==> src/rtl/rca_pkg.sv <==
// Shared types and helpers for the sequential ripple-carry adder/subtractor.
//   state_e      : controller states (IDLE, CALC, DONE)
//   calc_nchunk  : number of compute cycles for a given width/chunk size
//   sat_max/min  : signed saturation limits for a given width (width <= 64)
package rca_pkg;

  typedef enum logic [1:0] {
    IDLE,
    CALC,
    DONE
  } state_e;

  function automatic int unsigned calc_nchunk(int unsigned width, int unsigned chunk);
    return width / chunk;
  endfunction

  // 0 followed by all ones, right-aligned in 64 bits.
  function automatic logic [63:0] sat_max(int unsigned width);
    return (64'd1 << (width - 1)) - 64'd1;
  endfunction

  // 1 followed by all zeros, right-aligned in 64 bits.
  function automatic logic [63:0] sat_min(int unsigned width);
    return 64'd1 << (width - 1);
  endfunction

endpackage

==> src/rtl/rca_chunk.sv <==
// Combinational CHUNK-bit ripple-carry adder slice.
//   a, b  : addend slices
//   cin   : carry into the LSB
//   s     : sum slice
//   c_msb : carry into the slice MSB (needed for signed overflow)
//   cout  : carry out of the slice MSB
module rca_chunk #(
  parameter int unsigned CHUNK = 4
) (
  input  logic [CHUNK-1:0] a,
  input  logic [CHUNK-1:0] b,
  input  logic             cin,
  output logic [CHUNK-1:0] s,
  output logic             c_msb,
  output logic             cout
);

  always_comb begin : ripple
    logic c;
    c     = cin;
    c_msb = cin;
    s     = '0;
    for (int i = 0; i < CHUNK; i++) begin
      s[i]  = a[i] ^ b[i] ^ c;
      c_msb = c;
      c     = (a[i] & b[i]) | (c & (a[i] ^ b[i]));
    end
    cout = c;
  end

endmodule

==> src/rtl/rca_addsub_seq.sv <==
// Multi-cycle ripple-carry adder/subtractor, CHUNK bits per clock, LSB first.
// Optional feature: define RCA_SAT_EN to saturate sum to the signed limits on overflow.
//   clk, rst             : clock, synchronous active-high reset
//   in_valid, in_ready   : operand handshake (a, b, sub)
//   a, b, sub            : operands; sub=1 computes a - b
//   out_valid, out_ready : result handshake
//   sum, c_out, ovf      : result, carry out of MSB (1 = no borrow on sub), signed overflow
module rca_addsub_seq
  import rca_pkg::*;
#(
  parameter int unsigned WIDTH = 8,
  parameter int unsigned CHUNK = 4
) (
  input  logic             clk,
  input  logic             rst,
  input  logic             in_valid,
  output logic             in_ready,
  input  logic [WIDTH-1:0] a,
  input  logic [WIDTH-1:0] b,
  input  logic             sub,
  output logic             out_valid,
  input  logic             out_ready,
  output logic [WIDTH-1:0] sum,
  output logic             c_out,
  output logic             ovf
);

  localparam int unsigned NCHUNK = calc_nchunk(WIDTH, CHUNK);
  localparam int unsigned IDXW = (NCHUNK > 1) ? $clog2(NCHUNK) : 1;
  localparam logic [IDXW-1:0] LAST_IDX = IDXW'(NCHUNK - 1);

  if ((WIDTH < 2) || (CHUNK == 0) || ((WIDTH % CHUNK) != 0)) begin : g_param_check
    $error("rca_addsub_seq: WIDTH must be >= 2 and a multiple of CHUNK");
  end

  state_e          state_q;
  logic [WIDTH-1:0] a_q;
  logic [WIDTH-1:0] b_q;     // already inverted for subtract
  logic            carry_q;
  logic [IDXW-1:0] idx_q;

  logic [CHUNK-1:0] a_chunk;
  logic [CHUNK-1:0] b_chunk;
  logic [CHUNK-1:0] s_chunk;
  logic             c_msb;
  logic             c_chunk;
  logic [WIDTH-1:0] sum_next;
  logic [WIDTH-1:0] sum_final;

  always_comb begin
    a_chunk  = a_q[idx_q*CHUNK +: CHUNK];
    b_chunk  = b_q[idx_q*CHUNK +: CHUNK];
    sum_next = sum;
    sum_next[idx_q*CHUNK +: CHUNK] = s_chunk;
  end

  rca_chunk #(
    .CHUNK(CHUNK)
  ) u_chunk (
    .a    (a_chunk),
    .b    (b_chunk),
    .cin  (carry_q),
    .s    (s_chunk),
    .c_msb(c_msb),
    .cout (c_chunk)
  );

`ifdef RCA_SAT_EN
  localparam logic [WIDTH-1:0] SAT_MAX = WIDTH'(sat_max(WIDTH));
  localparam logic [WIDTH-1:0] SAT_MIN = WIDTH'(sat_min(WIDTH));

  // Overflow only happens when both addends share a sign, so A's sign is the true sign.
  always_comb begin
    if (c_msb ^ c_chunk) begin
      sum_final = a_q[WIDTH-1] ? SAT_MIN : SAT_MAX;
    end else begin
      sum_final = sum_next;
    end
  end
`else
  assign sum_final = sum_next;
`endif

  always_ff @(posedge clk) begin
    if (rst) begin
      state_q   <= IDLE;
      in_ready  <= 1'b1;
      out_valid <= 1'b0;
      sum       <= '0;
      c_out     <= 1'b0;
      ovf       <= 1'b0;
      a_q       <= '0;
      b_q       <= '0;
      carry_q   <= 1'b0;
      idx_q     <= '0;
    end else begin
      unique case (state_q)
        IDLE: begin
          if (in_valid) begin
            a_q      <= a;
            b_q      <= b ^ {WIDTH{sub}};
            carry_q  <= sub;
            idx_q    <= '0;
            in_ready <= 1'b0;
            state_q  <= CALC;
          end
        end
        CALC: begin
          carry_q <= c_chunk;
          if (idx_q == LAST_IDX) begin
            sum       <= sum_final;
            c_out     <= c_chunk;
            ovf       <= c_msb ^ c_chunk;
            idx_q     <= '0;
            out_valid <= 1'b1;
            state_q   <= DONE;
          end else begin
            sum   <= sum_next;
            idx_q <= idx_q + IDXW'(1);
          end
        end
        DONE: begin
          if (out_ready) begin
            out_valid <= 1'b0;
            in_ready  <= 1'b1;
            state_q   <= IDLE;
          end
        end
        default: state_q <= IDLE;
      endcase
    end
  end

endmodule

==> config.mk <==
export PLATFORM = sky130hd
export DESIGN_NAME = rca_addsub_seq
export DESIGN_NICKNAME = d
export VERILOG_FILES = /design/src/rtl/rca_pkg.sv /design/src/rtl/rca_chunk.sv /design/src/rtl/rca_addsub_seq.sv
export SDC_FILE = /design/constraint.sdc
export NUM_CORES = 1
export LEC_CHECK = 0
export ABC_AREA = 1
export CORE_ASPECT_RATIO = 1.5
export CORE_MARGIN = 2
export CORE_UTILIZATION = 39
export DETAILED_ROUTE_END_ITERATION = 8
export GPL_TIMING_DRIVEN = 0
export PLACE_DENSITY = 0.67
export SYNTH_ARGS = -nofsm -noshare
export SYNTH_HDL_FRONTEND = slang
export SYNTH_HIERARCHICAL = 1
export SYNTH_SLANG_ARGS = --single-unit
==> constraint.sdc <==
create_clock -name clk -period 2.32 [get_ports clk]
set_input_delay 0.58 -clock clk [delete_from_list [all_inputs] [get_ports clk]]
set_output_delay 0.58 -clock clk [all_outputs]
set_load 0.05 [all_outputs]
# Word level (Yosys, flattened, before mapping)
# Cells that the tools add are included.
dict set report totals {
  reg_bits 32
  latchBits 0
  ramBits 0
  rom_bits 0
  input_bits 21
  out_inout_bits 12
  word_cells 68
  mem_count 0
}
dict set report op_classes {
  addsub 2
  n_mul 0
  n_div 0
  order_cmp 0
  n_eq_ne 5
  n_shift 4
  n_mux 15
  bitwise_logic 22
  reduce_logical 10
}
# operator n
set ops {}
lappend ops {{3-bit negator with 34-bit output} 1}
lappend ops {{4-bit by 34-bit variable shift with 8-bit output, first input constant} 1}
lappend ops {{4-bit by 34-bit variable part select with 8-bit output} 1}
lappend ops {{8-bit by 4-bit variable part select with 4-bit output} 2}
lappend ops {{3-bit AND reduction} 3}
lappend ops {{1-bit XOR} 9}
lappend ops {{1-bit AND} 8}
lappend ops {{8-bit bitwise mux} 1}
lappend ops {{1-bit case mux with 2 select lines} 4}
lappend ops {{8-bit XOR} 1}
lappend ops {{1-bit two-way mux} 6}
lappend ops {{2-bit two-way mux} 3}
lappend ops {{2-bit != test, second input constant} 3}
lappend ops {{2-bit case mux with 3 select lines} 1}
lappend ops {{2-bit AND reduction} 3}
lappend ops {{2-bit nonzero test} 3}
lappend ops {{1-bit bitwise OR} 4}
lappend ops {{2-bit by 1-bit equality test with 1-bit output, second input constant} 1}
lappend ops {{2-bit equality test, second input constant} 1}
lappend ops {{2-bit logical NOT} 1}
lappend ops {{1-bit adder, second input constant} 1}

# Logic depth before layout (Yosys ltp)
dict set report logic_depth {
  depth_word 11
  depth_mapped 13
  mapped_depth_nobuf 13
}

# By module
# Netlist, hierarchy kept.
# module instances cells_per_inst area_per_inst_um2 seq_area_each_um2
set by_module_without_submodules {}
lappend by_module_without_submodules {rca_addsub_seq 1 190 1362.6 640.6}
lappend by_module_without_submodules {rca_chunk 1 12 110.1 0.0}

# Worst setup path after synthesis
# Ideal clock, no wire load.
dict set report synth_path {
  path_kind {register to register}
  from {register idx_q}
  to {register sum[7]}
  setup_ps 116
  arrival_ps 2279
  t_required_ps 2204
  setup_slack_ps -75
  path_stages_with_launch 12
  path_buffers 1
  synth_period_minus_slack_ps 2395
  cell_sequence {dfxtp_1 -> buf_4 -> nand2_1 -> nand2_1 -> fa_1 -> inv_1 -> fa_1 -> fa_1 -> inv_1 -> fa_1 -> nor2_1 -> nor2_1}
}
dict set report synth_between {
  elab_chain_cells 11
  elab_cells_between_ends 23
  cone_classes {add/sub: 1; shift: 4; mux: 1; bitwise: 17}
}
# item line_no
set synth_rtl {}
lappend synth_rtl {{from (decl)} rca_addsub_seq.sv:40} ;# logic [IDXW-1:0] idx_q;
lappend synth_rtl {{from (signal assigned)} rca_addsub_seq.sv:119} ;# idx_q <= idx_q + IDXW'(1);
lappend synth_rtl {{8-bit by 4-bit variable part select with 4-bit output (*)} rca_addsub_seq.sv:51} ;# a_chunk = a_q[idx_q*CHUNK +: CHUNK];
lappend synth_rtl {{net a_chunk[0]} rca_addsub_seq.sv:42} ;# logic [CHUNK-1:0] a_chunk;
lappend synth_rtl {{1-bit XOR} rca_chunk.sv:26} ;# c = (a[i] & b[i]) | (c & (a[i] ^ b[i]));
lappend synth_rtl {{1-bit AND} rca_chunk.sv:26}
lappend synth_rtl {{1-bit bitwise OR (*)} rca_chunk.sv:26}
lappend synth_rtl {{1-bit AND (*)} rca_chunk.sv:26}
lappend synth_rtl {{1-bit bitwise OR (*)} rca_chunk.sv:26}
lappend synth_rtl {{1-bit AND (*)} rca_chunk.sv:26}
lappend synth_rtl {{1-bit bitwise OR (*)} rca_chunk.sv:26}
lappend synth_rtl {{net c_msb} rca_addsub_seq.sv:45} ;# logic c_msb;
lappend synth_rtl {{1-bit XOR (*)} rca_chunk.sv:24} ;# s[i] = a[i] ^ b[i] ^ c;
lappend synth_rtl {{net s_chunk[3]} rca_addsub_seq.sv:44} ;# logic [CHUNK-1:0] s_chunk;
lappend synth_rtl {{4-bit by 34-bit variable part select with 8-bit output (*)} rca_addsub_seq.sv:54} ;# sum_next[idx_q*CHUNK +: CHUNK] = s_chunk;
lappend synth_rtl {{8-bit bitwise mux (*)} rca_addsub_seq.sv:54}
lappend synth_rtl {{to (signal assigned)} rca_addsub_seq.sv:111} ;# sum <= sum_final;
lappend synth_rtl {{to (signal assigned)} rca_addsub_seq.sv:118} ;# sum <= sum_next;
lappend synth_rtl {{to (decl)} rca_addsub_seq.sv:23} ;# output logic [WIDTH-1:0] sum,
# The timed path passes the listed nets; every way through them passes the cells marked *.
# A chain may end at the register's enable or synchronous reset.

# Worst setup path in the final report
dict set report layout_path {
  from {register idx_q}
  to {register sum[3]}
}
dict set report layout_between {
  elab_chain_cells 11
  elab_cells_between_ends 23
  cone_classes {add/sub: 1; shift: 4; mux: 1; bitwise: 17}
}
# item line_no
set layout_rtl {}
lappend layout_rtl {{8-bit by 4-bit variable part select with 4-bit output (*)} rca_addsub_seq.sv:52} ;# b_chunk = b_q[idx_q*CHUNK +: CHUNK];
lappend layout_rtl {{net b_chunk[0]} rca_addsub_seq.sv:43} ;# logic [CHUNK-1:0] b_chunk;
lappend layout_rtl {{1-bit XOR} rca_chunk.sv:26}
lappend layout_rtl {{1-bit AND} rca_chunk.sv:26}
lappend layout_rtl {{1-bit bitwise OR (*)} rca_chunk.sv:26}
lappend layout_rtl {{1-bit AND (*)} rca_chunk.sv:26}
lappend layout_rtl {{1-bit bitwise OR (*)} rca_chunk.sv:26}
lappend layout_rtl {{1-bit AND (*)} rca_chunk.sv:26}
lappend layout_rtl {{1-bit bitwise OR (*)} rca_chunk.sv:26}
lappend layout_rtl {{net c_msb} rca_addsub_seq.sv:45}
lappend layout_rtl {{1-bit XOR (*)} rca_chunk.sv:24}
lappend layout_rtl {{net s_chunk[3]} rca_addsub_seq.sv:44}
lappend layout_rtl {{4-bit by 34-bit variable part select with 8-bit output (*)} rca_addsub_seq.sv:54}
lappend layout_rtl {{8-bit bitwise mux (*)} rca_addsub_seq.sv:54}
# Marked as above.

==> key figures <==
Detailed routing
  • Drt pass-1 iters: 4
  • Initial drt markers: 28
  • Remaining antenna violation count: 0
  • Residual DRC count: 0
  • Total Wirelength: around 3.1 mm
  • DR WL/cell: around 11 µm
  • Via density: between 4 and 5
  • Total number of vias: around 1300

Power and ir drop
  • Final Total Pwr: roughly 1.4 mW
  • Maximum VDD drop: roughly 410 µV
  • Int Pwr: approximately 980 µW
  • Sw Share: slightly below 30%
  • PwrDens: around 700 nW/µm²
  • P_sw: approximately 420 µW
  • Part of the power in the clock network: between 30% and 40%
  • Reg power frac: between 40% and 50%
  • Logic pwr share: between 20% and 30%
  • Lkg Pwr: roughly 0.9 nW

Timing
  • Max-slew violations: 0
  • Setup ws final: -29.15 ps
  • Worst Skew: between 8 and 9 ps
  • Tmin final: ~2300 ps
  • Fmax: about 430 MHz
  • Unrepaired setup endpoints after global routing: yes
  • Worst-margin pin slew: 489.5 ps
  • Period utilisation layout: 101.3%
  • Slew HR: around 67%
  • Endpoints failing setup: 2
  • Final Hold Vio Count: 0
  • Fin Hold WS: between 400 and 500 ps

GRT
  • Pin count of the biggest net entering global routing: 11
  • Remaining global-route overflow: 0
  • GR Util All Layers: roughly 18%
  • Routing usage on met2: roughly 29%
  • Vias in the first global route: between 1000 and 1500
  • GR Util met1: 19.29%
  • Initial antenna violation count: 0
  • Global routing's busiest layer: met2
  • First-pass GRT wire length: between 5 and 6 mm
  • Met3 usage: 6.203%

Synth
  • Synth Area in Simple Gates: between 30% and 40%
  • Yosys reg bits: 32
  • Synth Instances: ~200
  • Post-synthesis instance area: ~1500 µm²
  • Most frequent cell after synthesis: nor2_1
  • Area contributors post-synth: dfxtp_1, nor2_1, nand2_1
  • Area share of the largest cell type after synthesis: a little over two fifths
  • Syn. warnings: 6
  • Syn_nets: ~230
  • Largest family of logic cells by synthesized area: simple AND/OR/NAND/NOR gates
  • Post-Synth Adder-Cell Area: about 5.4%
  • Synth Area in Compound Gates: under 10%
  • Multiplexer share of the synthesized area: 0%
  • Syn_area_per_cell: between 7 and 8 µm²
  • Ys flop type: dfxtp_1
  • XOR/XNOR Fraction of Synth Area: between 5 and 6%
  • Netlist cell types: 19
  • Post-synth EDFFs: 0
  • Async SR Flop Fraction: 0%
  • Seq/Total Area, Yosys: about 44%
  • Cell taking the most area after synthesis: dfxtp_1
  • Synth cell count leaders: nor2_1, nand2_1, dfxtp_1

Critical path
  • Crit path cell chain: buf_6 > nand2_4 > nand2_2 > fa_2 > inv_2 > fa_2 > fa_2 > inv_2 > fa_2 > nor2_2 > nor2_1
  • Reg2reg start: idx_q
  • Crit Path Class: register to register
  • Worst R2R Setup Slack: -30 ps
  • Nature of the critical path startpoint: register
  • Worst reg2reg endpoint: sum[3]
  • Max stage delay on crit path: ~450 ps
  • CP dominant cell by count: fa_2
  • CP Max Fanout: 4
  • Crit path from: idx_q
  • Worst endpoint required time: about 2500 ps
  • Worst Setup End Kind: register
  • FF-to-FF path depth: 11
  • Critical Path Slowest Stage Cell: fa_2
  • Crit path arrival time: about 2500 ps

Die
  • Die Footprint: about 4300 µm²
  • Die height: between 70 and 80 µm
  • Die W: around 54 µm
  • Rows: 27
  • Core area: about 3600 µm²
  • # IOs: 33
  • Initial Util: 40.36%

Clocking
  • TritonCTS clock tree: built
  • Clock transition at path regs: ~70 ps
  • Htree depth: 2
  • Clock Latency Late Sink: just under 300 ps
  • CTS Buf Count: 5
  • CTS max path bufs: 2
  • Hold_buf cts: 0
  • Root Driver: clkbuf_8
  • Clk sinks: 32

Placement
  • Gpl congestion: about 0.76
  • PortBufs: 31
  • Worst slack, placed: -133.2 ps
  • Dpl hpwl: between 2 and 2.5 mm
  • DP Area: 1842 µm²

Finish
  • Register area: 644.4 µm²
  • Filler Cell Count: 368
  • Post-route design area: approximately 2000 µm²
  • Synth-to-layout area growth: 37.81%
  • Final core utilization: between 50% and 60%
  • Layout cells sized above 1: approximately 17%
  • ANT cells: 0
  • Post-layout nets: about 270
  • Multi-input logic area: ~750 µm²

Hold path
  • Hold path endpoint: in_ready
  • Type of the worst min-delay path: register to register
  • Hold_sp: in_ready
  • Cell count of the worst hold path: 2

Outcome
  • Status: finished with violations
  • Violated checks: setup timing

Flow run
  • Max cap viols: 0
power by group through the flow:
stage / Combinational, mW / Clock, mW / Sequential [mW]
3_5_place_dp: 0.314 / 0 / 0.632
6_report: 0.341 / 0.440 / 0.622
3_3_place_gp: 0.312 / 0 / 0.631
2_1_floorplan: 0.170 / 0 / 0.676
5_1_grt: 0.383 / 0.476 / 0.627
4_1_cts: 0.336 / 0.454 / 0.622
how the worst max path moves through the flow:
stage             end  slack (ps)  cells after the start
3_3_place_gp   sum[3]        -120                     11
5_1_grt        sum[7]        -110                     11
4_1_cts        sum[3]         -20                     11
3_5_place_dp   sum[7]        -130                     11
6_report       sum[3]         -30                     11
2_1_floorplan  sum[7]           6                     11
repair_timing:
| item | 4_1_cts | 5_1_grt |
|---|---|---|
| resized for setup | 12 | 5 |
| setup buffers | 7 | 1 |
| pin swaps | 6 | 11 |
| setup endpoints to repair | 4 | 5 |
cell families after synthesis:
group / count (synthesis)
and+or+nand+nor: 113
DFF: 32
AOI/OAI and AO/OA: 22
buffers and inverters: 22
xor gates and xnor gates: 9
adders and majority gates: 4
through the flow:
stage          TNS (ps)  std cells
2_1_floorplan         0        202
3_3_place_gp     -361.4        276
3_5_place_dp     -415.5        276
4_1_cts          -30.41        291
5_1_grt          -277.1        291
6_report         -37.83        291
state kept, by name, indices dropped and copies added (netlist names):
register,count
ovf,1
out_valid,1
a_q,8
c_out,1
carry_q,1
sum,8
idx_q,1
state_q,2
b_q,8
in_ready,1
cells in the final DEF, fill, tap and decap left out, types with 2 or more instances in the layout:
| cell | netlist | final |
|---|---|---|
| nor2_1 | 53 | 51 |
| nand2_1 | 52 | 48 |
| dfxtp_1 | 32 | 31 |
| clkdlybuf4s50_1 | 0 | 31 |
| o21ai_0 | 18 | 18 |
| inv_1 | 11 | 9 |
| xnor2_1 | 8 | 8 |
| buf_4 | 2 | 7 |
| clkbuf_8 | 0 | 6 |
| buf_6 | 2 | 4 |
| nand2_2 | 1 | 4 |
| inv_2 | 3 | 4 |
| nand3_1 | 4 | 4 |
| fa_2 | 0 | 4 |
| nor2_2 | 1 | 3 |
| buf_2 | 3 | 3 |
| nor2_4 | 2 | 2 |
| a21oi_1 | 3 | 2 |
| clkbuf_1 | 0 | 2 |
area by class of cell:
class	instances	area share (%)
clock buffer	8	4.439
timing repair buffer	38	18.06
buffer	7	2.774
sequential	32	31.75
multi-input combinational	148	37.18
inverter	15	3.144
tap	43	2.651
critical path: cells and delay by family (launching register included):
kind	cells	cell delay (ps)
and+or+nand+nor	4	260
buffers and inverters	3	240
DFF	1	390
adders and majority gates	4	1350
layer usage:
layer	share of wire [%]	wire (µm)
met5	0	0
met3	4.2	131
met2	53	1650
met4	2.5	79
met1	41	1281
Note: power is estimated with default switching activity, not from simulation.
